--- src/rtl/perceptron_pot_pipe.sv ---
// Pipelined perceptron potential: float inputs times power-of-two weights, saturating fixed-point sum.
// Optional ReLU on the result register when PERCEPTRON_RELU_EN is defined.
module perceptron_pot_pipe #(
  parameter int N_IN  = 16,
  parameter int ACC_W = 40,
  parameter int FRAC  = 24
) (
  input  logic                    clk,
  input  logic                    rst_n,
  input  logic                    in_valid,
  output logic                    in_ready,
  input  logic [31:0]             in_data,
  input  logic [5:0]              in_w,
  output logic                    out_valid,
  input  logic                    out_ready,
  output logic signed [ACC_W-1:0] out_data,
  output logic                    out_ovf
);

  localparam int CNT_W = (N_IN > 1) ? $clog2(N_IN) : 1;
  localparam int WW    = ACC_W + 24;
  localparam logic signed [ACC_W-1:0] MAX_POS = {1'b0, {(ACC_W-1){1'b1}}};
  localparam logic signed [ACC_W:0]   MAX_EXT = {2'b00, {(ACC_W-1){1'b1}}};

  // Returns {ovf, magnitude}; magnitude is already clamped to MAX_POS.
  function automatic logic [ACC_W:0] term_mag(input logic zero, input logic inf,
                                              input logic [23:0] mant,
                                              input logic signed [15:0] sh);
    logic [WW-1:0] wide;
    logic [ACC_W:0] res;
    wide = '0;
    if (sh >= $signed(16'(ACC_W)))
      wide = '1;
    else if (sh >= 0)
      wide = WW'(mant) << sh;
    else if (sh > -16'sd25)
      wide = WW'(mant) >> (-sh);
    if (zero)
      res = '0;
    else if (inf || (wide > WW'(MAX_POS)))
      res = {1'b1, MAX_POS};
    else
      res = {1'b0, wide[ACC_W-1:0]};
    return res;
  endfunction

  // Symmetric saturation: the most negative code is never produced.
  function automatic logic [ACC_W:0] sat_add(input logic signed [ACC_W-1:0] a,
                                             input logic signed [ACC_W-1:0] b);
    logic signed [ACC_W:0] s;
    logic [ACC_W:0] res;
    s = (ACC_W+1)'(a) + (ACC_W+1)'(b);
    if (s > MAX_EXT)
      res = {1'b1, MAX_POS};
    else if (s < -MAX_EXT)
      res = {1'b1, -MAX_POS};
    else
      res = {1'b0, s[ACC_W-1:0]};
    return res;
  endfunction

  function automatic logic signed [ACC_W-1:0] relu(input logic signed [ACC_W-1:0] a);
`ifdef PERCEPTRON_RELU_EN
    return a[ACC_W-1] ? '0 : a;
`else
    return a;
`endif
  endfunction

  logic             accept;
  logic [CNT_W-1:0] cnt;
  logic             beat_first, beat_last;
  logic signed [15:0] exp_s, k_s, sh_s;

  assign in_ready   = !(out_valid && !out_ready);
  assign accept     = in_valid && in_ready;
  assign beat_first = (cnt == '0);
  assign beat_last  = (cnt == CNT_W'(N_IN - 1));
  assign exp_s      = {8'd0, in_data[30:23]};
  assign k_s        = {{11{in_w[4]}}, in_w[4:0]};
  assign sh_s       = exp_s + k_s + 16'(FRAC - 150);

  always_ff @(posedge clk or negedge rst_n) begin
    if (!rst_n)
      cnt <= '0;
    else if (accept)
      cnt <= beat_last ? '0 : cnt + 1'b1;
  end

  // Stage 1: decode and exponent adjust
  logic               vld_p1, first_p1, last_p1, sign_p1, zero_p1, inf_p1;
  logic [23:0]        mant_p1;
  logic signed [15:0] sh_p1;

  always_ff @(posedge clk or negedge rst_n) begin
    if (!rst_n) vld_p1 <= 1'b0;
    else        vld_p1 <= accept;
  end

  always_ff @(posedge clk) begin
    if (accept) begin
      first_p1 <= beat_first;
      last_p1  <= beat_last;
      sign_p1  <= in_data[31] ^ in_w[5];
      zero_p1  <= (in_data[30:23] == 8'd0);
      inf_p1   <= (in_data[30:23] == 8'hFF);
      mant_p1  <= {1'b1, in_data[22:0]};
      sh_p1    <= sh_s;
    end
  end

  // Stage 2: signed fixed-point term
  logic                    vld_p2, first_p2, last_p2, tovf_p2;
  logic signed [ACC_W-1:0] term_p2;
  logic [ACC_W:0]          mag_p1;

  assign mag_p1 = term_mag(zero_p1, inf_p1, mant_p1, sh_p1);

  always_ff @(posedge clk or negedge rst_n) begin
    if (!rst_n) vld_p2 <= 1'b0;
    else        vld_p2 <= vld_p1;
  end

  always_ff @(posedge clk) begin
    if (vld_p1) begin
      first_p2 <= first_p1;
      last_p2  <= last_p1;
      tovf_p2  <= mag_p1[ACC_W];
      term_p2  <= sign_p1 ? -signed'(mag_p1[ACC_W-1:0]) : signed'(mag_p1[ACC_W-1:0]);
    end
  end

  // Stage 3: saturating accumulate
  logic signed [ACC_W-1:0] acc_p3;
  logic                    aovf_p3, done_p3;
  logic [ACC_W:0]          sum_p2;

  assign sum_p2 = sat_add(acc_p3, term_p2);

  always_ff @(posedge clk or negedge rst_n) begin
    if (!rst_n) begin
      acc_p3  <= '0;
      aovf_p3 <= 1'b0;
      done_p3 <= 1'b0;
    end else begin
      done_p3 <= vld_p2 && last_p2;
      if (vld_p2) begin
        if (first_p2) begin
          acc_p3  <= term_p2;
          aovf_p3 <= tovf_p2;
        end else begin
          acc_p3  <= signed'(sum_p2[ACC_W-1:0]);
          aovf_p3 <= aovf_p3 | tovf_p2 | sum_p2[ACC_W];
        end
      end
    end
  end

  // Result register: held until handshake, overwritten only by a new neuron
  always_ff @(posedge clk or negedge rst_n) begin
    if (!rst_n) begin
      out_valid <= 1'b0;
      out_data  <= '0;
      out_ovf   <= 1'b0;
    end else if (done_p3) begin
      out_valid <= 1'b1;
      out_data  <= relu(acc_p3);
      out_ovf   <= aovf_p3;
    end else if (out_valid && out_ready) begin
      out_valid <= 1'b0;
    end
  end

endmodule

--- config.mk ---
export PLATFORM = sky130hd
export DESIGN_NAME = perceptron_pot_pipe
export DESIGN_NICKNAME = d
export VERILOG_FILES = /design/src/rtl/perceptron_pot_pipe.sv
export SDC_FILE = /design/constraint.sdc
export NUM_CORES = 1
export LEC_CHECK = 0
export ABC_AREA = 1
export BUFFER_PORTS_ARGS = -buffer_cell sky130_fd_sc_hd__clkbuf_2
export CORE_UTILIZATION = 60
export DETAILED_ROUTE_END_ITERATION = 10
export PLACE_DENSITY = 0.79
export REMOVE_ABC_BUFFERS = 1
export SYNTH_ARGS = -nofsm -noshare
export SYNTH_HDL_FRONTEND = slang
export SYNTH_SLANG_ARGS = --single-unit
--- constraint.sdc ---
create_clock -name clk -period 12 [get_ports clk]
set_input_delay 0 -clock clk [delete_from_list [all_inputs] [get_ports clk]]
set_output_delay 0 -clock clk [all_outputs]
set_load 0.02 [all_outputs]
==> impl_results.md, run 1 <==
- Run status: complete, no violations
- Max-slew violation count: 0
- Min-Delay Endpoint: sh_p1[1]$_DFFE_PP_
- Simple-Gate Fraction of Synth Area: 41.3%
- Leading area contributor after synthesis: nand2_1
- Worst Tran Pin Value: 1.03 ns
- Clock power share: 16.8%
- Clk buf depth: 2
- Largest net degree at the start of global routing: 81
- Compound-Gate Fraction of Synth Area: 9.84%
- Fin crit share: 46.8%
- Routability Congestion: 1.02
- Final Cell Area: 16300 um^2
- Mux cell area share after synthesis: 0.0672%
- Net Sw Frac: 49.4%
- First-pass GRT wire length: 70.3 mm
- Initial Util: 61.2%
- # H-tree levels: 4
- Sequential area share after synthesis: 31.7%
- Clock buffer count from CTS: 17
- Final setup fails: 0
- Syn. warnings: 0
- Post-CTS Setup Repair Bufs: 0
- Leading cell type by number of instances after synthesis: nand2_1
- Dpl cell area: 15400 um^2
- Reg2reg path depth: 22
- Core area: 24300 um^2
- Peak Freq: 178 MHz
- R2r startpoint: sh_p1[1]$_DFFE_PP_
- XOR/XNOR Fraction of Synth Area: 4.17%
- Post-Syn Area per Cell: 6.54 um^2
- Area share of the largest cell type after synthesis: 22.1%
- # placed instances: 2607
- Die Area: 25400 um^2
- Asr flop ratio synth: 52.3%
- Synth Cell Area: 14900 um^2
- Reg2reg setup slack: 6.39 ns
- Synth Area in Adders: 5.53%
- Max-cap viol count: 0
- Boundary pin count: 85
- Leak Pwr: 0.00810 uW
- Pwr Density: 209 nW/um^2
- CP startpoint kind: flip-flop
- Ys flop type: dfrtp_1
- Via count: 15321
- Final setup margin: 6.39 ns
- Clock insertion delay at the later pin of the skew report: 0.45 ns
- CP Capture Type: flip-flop
- Hold path cells: 3
- Gr usage total: 34.5%
- Power Total: 3400 uW
- Final net count: 2445
- Vias per cell: 5.73
- Row count: 57
- Antenna cell count: 0
- Post-Route WL: 43.2 mm
- Critical path class: reg -> reg
- Final Skew: 0.0152 ns
- Tmin final: 5.61 ns
- Worst Hold Class: in -> reg
- Hold path start: in_data[23]
- Final setup TNS: 0 ns
- Vias in the first global route: 14269
- Sequential share of power: 27.5%
- Largest cells by area after synthesis: nand2_1, edfxtp_1, dfrtp_1, nand3_1, nor2_1
- CP required: 12.19 ns
- Worst slew margin: 31.1%
- IO buf count: 84
- Setup WS pre-CTS: 6.56 ns
- Initial antenna violation count: 0
- TritonCTS clock tree: built
- First-pass DRT Iterations: 9
- Non-Filler Instances: 2676
- Root Buffer: clkbuf_16
- Critical Path AT: 5.81 ns
- Synthesis-to-finish area growth: 9.59%
- Peak supply drop: 0.113 mV
- Distinct cells, synth: 61
- Total gr overflow: 0
- Clock Sinks: 172
- Power Internal: 1720 uW
- Logic pwr share: 55.8%
- RSZ-0062 raised after global routing: false
- Fill count: 2234
- Final Hold Viols: 0
- Synthesized instance count: 2278
- Clock transition at path regs: 0.08 ns
- Post-route ant nets: 0
- Die Span X: 160 um
- Register bit total from synthesis: 172
- Layout cells sized above 1: 8.08%
- Reg-to-reg endpoint: term_p2[32]$_DFFE_PP_
- Commonest cells in the netlist: nand2_1, nand3_1, nor2_1
- Max FO, Critical Path: 29
- Initial drt markers: 1652
- Die H: 160 um
- Avg WL per Cell: 16.1 um
- Dpl hpwl: 32.8 mm
- DRC Markers: 0
- Number of synthesized flops with an enable pin: 82
- Largest family of logic cells by synthesized area: simple AND/OR/NAND/NOR gates
- Psw: 1680 uW
==> area by class of cell <==
type	count	area [um^2]	area share, %
multi-input combinational	1848	9070	55.6
sequential	172	4710	28.9
timing repair buffer	139	928	5.69
inverter	161	604	3.70
clock buffer	18	450	2.76
tap	324	405	2.48
clock inverter	14	141	0.867
==> flip-flops by register name, indices dropped and copies added, names as in the netlist, 4 cells and up <==
| signal | flops |
|---|---|
| acc_p3 | 40 |
| cnt | 4 |
| mant_p1 | 23 |
| out_data | 40 |
| sh_p1 | 11 |
| term_p2 | 40 |
==> kinds of logic (layout without fill, tap and decap cells) <==
kind of cell | count (synthesis) | count (layout)
buffers and inverters | 258 | 332
adders and majority gates | 64 | 64
muxes | 1 | 1
and+or+nand+nor | 1460 | 1460
xor gates and xnor gates | 70 | 70
DFF | 172 | 172
AOI/OAI and AO/OA | 253 | 253
==> per-layer routing <==
| layer | global-route usage [%] | routed length [um] | up-vias |
|---|---|---|---|
| met1 | 42.2 | 17700 | 6907 |
| met3 | 3.86 | 2600 | 150 |
| met2 | 59.2 | 20600 | 664 |
| li1 | - | - | 7600 |
| met5 | 0 | 0 | - |
| met4 | 19.6 | 2350 | 0 |
==> cells in the final DEF (no fill, tap or decap), types with 25 or more instances in the layout <==
cell           count
nand2_1          877
edfxtp_1          82
a21oi_1           74
dfrtp_1           90
dlygate4sd3_1     37
clkbuf_2          83
o21ai_1           32
nand4_1           25
o21ai_0           81
nor2_1           230
xnor2_1           29
xor2_1            40
ha_1              61
nand3_1          253
inv_1            146
==> what timing repair did <==
action                    CTS  global route
hold endpoints to repair   54             0
resized for setup           0             0
hold buffers               37             0
==> power groups by stage <==
stage / registers [uW] / logic (uW) / clock network (uW)
6_report: 935 / 1900 / 570
5_1_grt: 955 / 2140 / 599
4_1_cts: 934 / 1870 / 577
3_5_place_dp: 945 / 1850 / 0
3_3_place_gp: 938 / 1820 / 0
2_1_floorplan: 998 / 1320 / 0
==> worst max-delay path: stages, from the launching register on <==
cell,delay [ns]
edfxtp_1,1.04
inv_2,0.48
ha_1,0.94
clkinv_1,0.63
nand2_1,0.19
o21ai_1,0.11
o21ai_0,0.33
o21ai_0,0.12
nand2_1,0.08
nand3_1,0.06
nand2_1,0.13
nand2_1,0.08
inv_1,0.09
ha_1,0.16
nand2_1,0.08
nor2_2,0.22
nand2_1,0.08
nand2_1,0.10
nand2_1,0.11
nor2_2,0.15
nand2_1,0.07
nand2_1,0.06
nand2_1,0.04
==> stage by stage <==
| stage | utilization (%) | hold slack [ns] |
|---|---|---|
| after floorplan | - | -0.296 |
| after global placement | 63.1 | -0.0947 |
| after detailed placement | 63.1 | -0.0810 |
| after CTS | 67.1 | 0.0257 |
| after global routing | 67.1 | 0.0465 |
| final | 67.1 | 0.0300 |
==> worst max-delay path by stage <==
stage,start,end,slack [ns]
floorplan,sh_p1[0]$_DFFE_PP_,term_p2[32]$_DFFE_PP_,6.56
global placement,sh_p1[1]$_DFFE_PP_,term_p2[28]$_DFFE_PP_,6.71
detailed placement,sh_p1[1]$_DFFE_PP_,term_p2[28]$_DFFE_PP_,6.56
CTS,sh_p1[1]$_DFFE_PP_,term_p2[32]$_DFFE_PP_,6.55
global route,sh_p1[1]$_DFFE_PP_,term_p2[26]$_DFFE_PP_,5.78
finish,sh_p1[1]$_DFFE_PP_,term_p2[32]$_DFFE_PP_,6.39
Note: power is estimated with default switching activity, not from simulation.
==> run 2: changes to the inputs <==
--- a/config.mk
+++ b/config.mk
@@ -7,9 +7,9 @@
 export LEC_CHECK = 0
 export ABC_AREA = 1
 export BUFFER_PORTS_ARGS = -buffer_cell sky130_fd_sc_hd__clkbuf_2
-export CORE_UTILIZATION = 60
+export CORE_UTILIZATION = 57
 export DETAILED_ROUTE_END_ITERATION = 10
-export PLACE_DENSITY = 0.79
+export PLACE_DENSITY = 0.78
 export REMOVE_ABC_BUFFERS = 1
 export SYNTH_ARGS = -nofsm -noshare
 export SYNTH_HDL_FRONTEND = slang
==> constraint.sdc (replaced) <==
create_clock -name clk -period 4.5 [get_ports clk]
set_input_delay 0 -clock clk [delete_from_list [all_inputs] [get_ports clk]]
set_output_delay 0 -clock clk [all_outputs]
set_load 0.02 [all_outputs]
==> run 2 against run 1 <==
Compared with the run above:
- cell count grew 1.0%
- sequential share of layout area is 0.36 points lower
- total power grew to 2.7 times the previous value
- clock skew is 0.0084 ns higher
- flip-flop and latch count is the same
- combinational power grew to 2.8 times the previous value
- global-route usage is 1.3 points higher
- largest cell class unchanged
- highest routed layer unchanged
==> impl_results.md, run 2 (synthesized netlist as in run 1, its figures left out) <==
- Clock insertion delay at the later pin of the skew report: 0.46 ns (about the same)
- Most frequent cells in the layout: nand2_1, nand3_1, nor2_1, inv_1, dfrtp_1
- IO buf count: 84 (unchanged)
- Util after Layout: 65.0% (-2.0 points)
- First-pass DRT Iterations: 6 (-3)
- Run status: complete, no violations
- Root Buffer: clkbuf_16
- Reg2reg path depth: 23 (+4.5%)
- CP startpoint kind: flip-flop
- Final net count: 2467 (+0.90%)
- Hold path start: in_data[30]
- Max-cap viol count: 0 (unchanged)
- # H-tree levels: 4 (unchanged)
- Final Hold Viols: 0 (unchanged)
- Boundary pin count: 85 (unchanged)
- Max FO, Critical Path: 39 (+34%)
- CP max stage cell: edfxtp_1
- Fill count: 2356 (+5.5%)
- Clock Sinks: 172 (unchanged)
- # placed instances: 2637 (+1.2%)
- Max-slew violation count: 0 (unchanged)
- Worst Tran Pin Value: 0.755 ns (-0.279 ns)
- Reg2reg setup slack: 0.23 ns (-6.16 ns)
- Total gr overflow: 0 (unchanged)
- Final Skew: 0.0237 ns (+0.00843 ns)
- Met1 usage: 42.7% (+0.48 points)
- Dpl hpwl: 36.1 mm (+10%)
- Die H: 164 um (+2.6%)
- CP Cell Sequence: buf_4 -> nand2_1 -> a21boi_1 -> nand2_1 -> nand4_1 -> nand3_1 -> nand2_1 -> nand2_1 -> nand2_1 -> nand2_1 -> nor2_1 -> nand2_1 -> a21oi_2 -> nand4_2 -> nand2_4 -> buf_4 -> nand2_1 -> nor3_2 -> nand2_1 -> o21ai_2 -> nand2_1 -> nand2_1 -> nand2_1
- Fin crit share: 94.9% (+48 points)
- WP buf/inv: 2 (-1)
- Critical path class: reg -> reg
- Worst Hold Class: in -> reg
- First-pass GRT wire length: 75.1 mm (+6.8%)
- TritonCTS clock tree: built
- DRC Markers: 0 (unchanged)
- Registers with the most flip-flops: acc_p3 x40, out_data x40, term_p2 x40
- Initial antenna violation count: 0 (unchanged)
- CP top delay family: simple AND/OR/NAND/NOR gates
- CP peak stage delay: 0.42 ns (-0.62 ns)
- Most used cell along the critical path: nand2_1
- Row count: 58 (+1.8%)
- Routability Congestion: 1.08 (+5.0%)
- Register area: 4710 um^2 (unchanged)
- Core area: 25400 um^2 (+4.4%)
- Initial Util: 58.6% (-2.6 points)
- Die Span X: 164 um (+2.6%)
- R2r startpoint: sh_p1[0]$_DFFE_PP_
- Final setup TNS: 0 ns (unchanged)
- Vias per cell: 5.71 (-0.33%)
- Layout cells sized above 1: 9.01% (+0.94 points)
- Avg WL per Cell: 17.3 um (+7.1%)
- Met2 usage: 62.9% (+3.7 points)
- Critical Path AT: 4.46 ns (-1.35 ns)
- Vias in the first global route: 14819 (+3.9%)
- CP Capture Type: flip-flop
- RSZ-0062 raised after global routing: false
- Final setup fails: 0 (unchanged)
- Worst slew margin: 49.6% (+19 points)
- Initial drt markers: 1615 (-2.2%)
- Gr usage total: 35.8% (+1.3 points)
- Peak Freq: 234 MHz (+31%)
- Post-route ant nets: 0 (unchanged)
- Peak supply drop: 0.367 mV (+220%)
- Tmin final: 4.27 ns (-1.34 ns)
- Min-Delay Endpoint: sh_p1[10]$_DFFE_PP_
- Antenna cell count: 0 (unchanged)
- Via count: 15430 (+0.71%)
- Multi-input logic area: 9070 um^2 (unchanged)
- Non-Filler Instances: 2704 (+1.0%)
- CP required: 4.69 ns (-7.50 ns)
- Die Area: 26800 um^2 (+5.2%)
- Pwr Density: 566 nW/um^2 (+170%)
- Synthesis-to-finish area growth: 11.0%
- Post-CTS Setup Repair Bufs: 0 (unchanged)
- Reg-to-reg endpoint: term_p2[35]$_DFFE_PP_
- Met3 Track Usage GR: 4.24% (+0.39 points)
- Commonest non-fill, non-tap cell in the layout: nand2_1
- Leak Pwr: 0.00821 uW (+1.5%)
- Hold path cells: 3 (unchanged)
- Clk buf depth: 2 (unchanged)
- Global route hottest layer: met2
- Power Total: 9350 uW (+170%)
- Largest net degree at the start of global routing: 65 (-20%)
- Clock buffer count from CTS: 17 (unchanged)
- Post-Route WL: 46.7 mm (+8.2%)
- Clock transition at path regs: 0.09 ns (about the same)
## run 2: metrics by stage
stage          instance area [um^2]  hold WS (ns)  worst slack [ns]
2_1_floorplan                 14400        -0.296            -0.939
3_3_place_gp                  15600        0.0332             0.424
3_5_place_dp                  15600        0.0392             0.376
4_1_cts                       16500        0.0960             0.283
5_1_grt                       16500         0.102            0.0333
6_report                      16500        0.0964             0.230
## run 2: layout make-up
class | instances | share of cell area, %
Clock inverter | 14 | 1.05
Clock buffer | 18 | 2.66
Sequential cell | 172 | 28.5
Timing Repair Buffer | 161 | 6.69
Inverter | 161 | 3.66
Tap cell | 330 | 2.50
Multi-Input combinational cell | 1848 | 54.9
## run 2: timing repair
action	in CTS	in global routing
hold buffers	35	0
endpoints found under the setup margin	0	4
resized for setup	0	1
hold endpoints to repair	76	0
## run 2: worst min-delay path, stage by stage
cell      delay [ns]
clkbuf_2        0.13
ha_1            0.16
nor2_1          0.09
## run 2: routing by layer
layer	wire length, um	share of wire, %
met5	0	0
met4	2250	4.8
met3	2780	5.9
met2	23000	49
met1	18700	40
## run 2: where the power goes
part	internal, uW	switching [uW]	total, uW	leakage, uW
clock network	859	745	1600	0.000304
logic	1750	3490	5250	0.00601
registers	2130	358	2490	0.00190
## run 2: how the worst max path moves through the flow
stage / from / to / cells after the start
4_1_cts: sh_p1[0]$_DFFE_PP_ / term_p2[35]$_DFFE_PP_ / 22
3_5_place_dp: sh_p1[0]$_DFFE_PP_ / term_p2[31]$_DFFE_PP_ / 22
2_1_floorplan: sh_p1[0]$_DFFE_PP_ / term_p2[32]$_DFFE_PP_ / 21
5_1_grt: sh_p1[0]$_DFFE_PP_ / term_p2[35]$_DFFE_PP_ / 22
3_3_place_gp: sh_p1[0]$_DFFE_PP_ / term_p2[31]$_DFFE_PP_ / 22
6_report: sh_p1[0]$_DFFE_PP_ / term_p2[35]$_DFFE_PP_ / 23
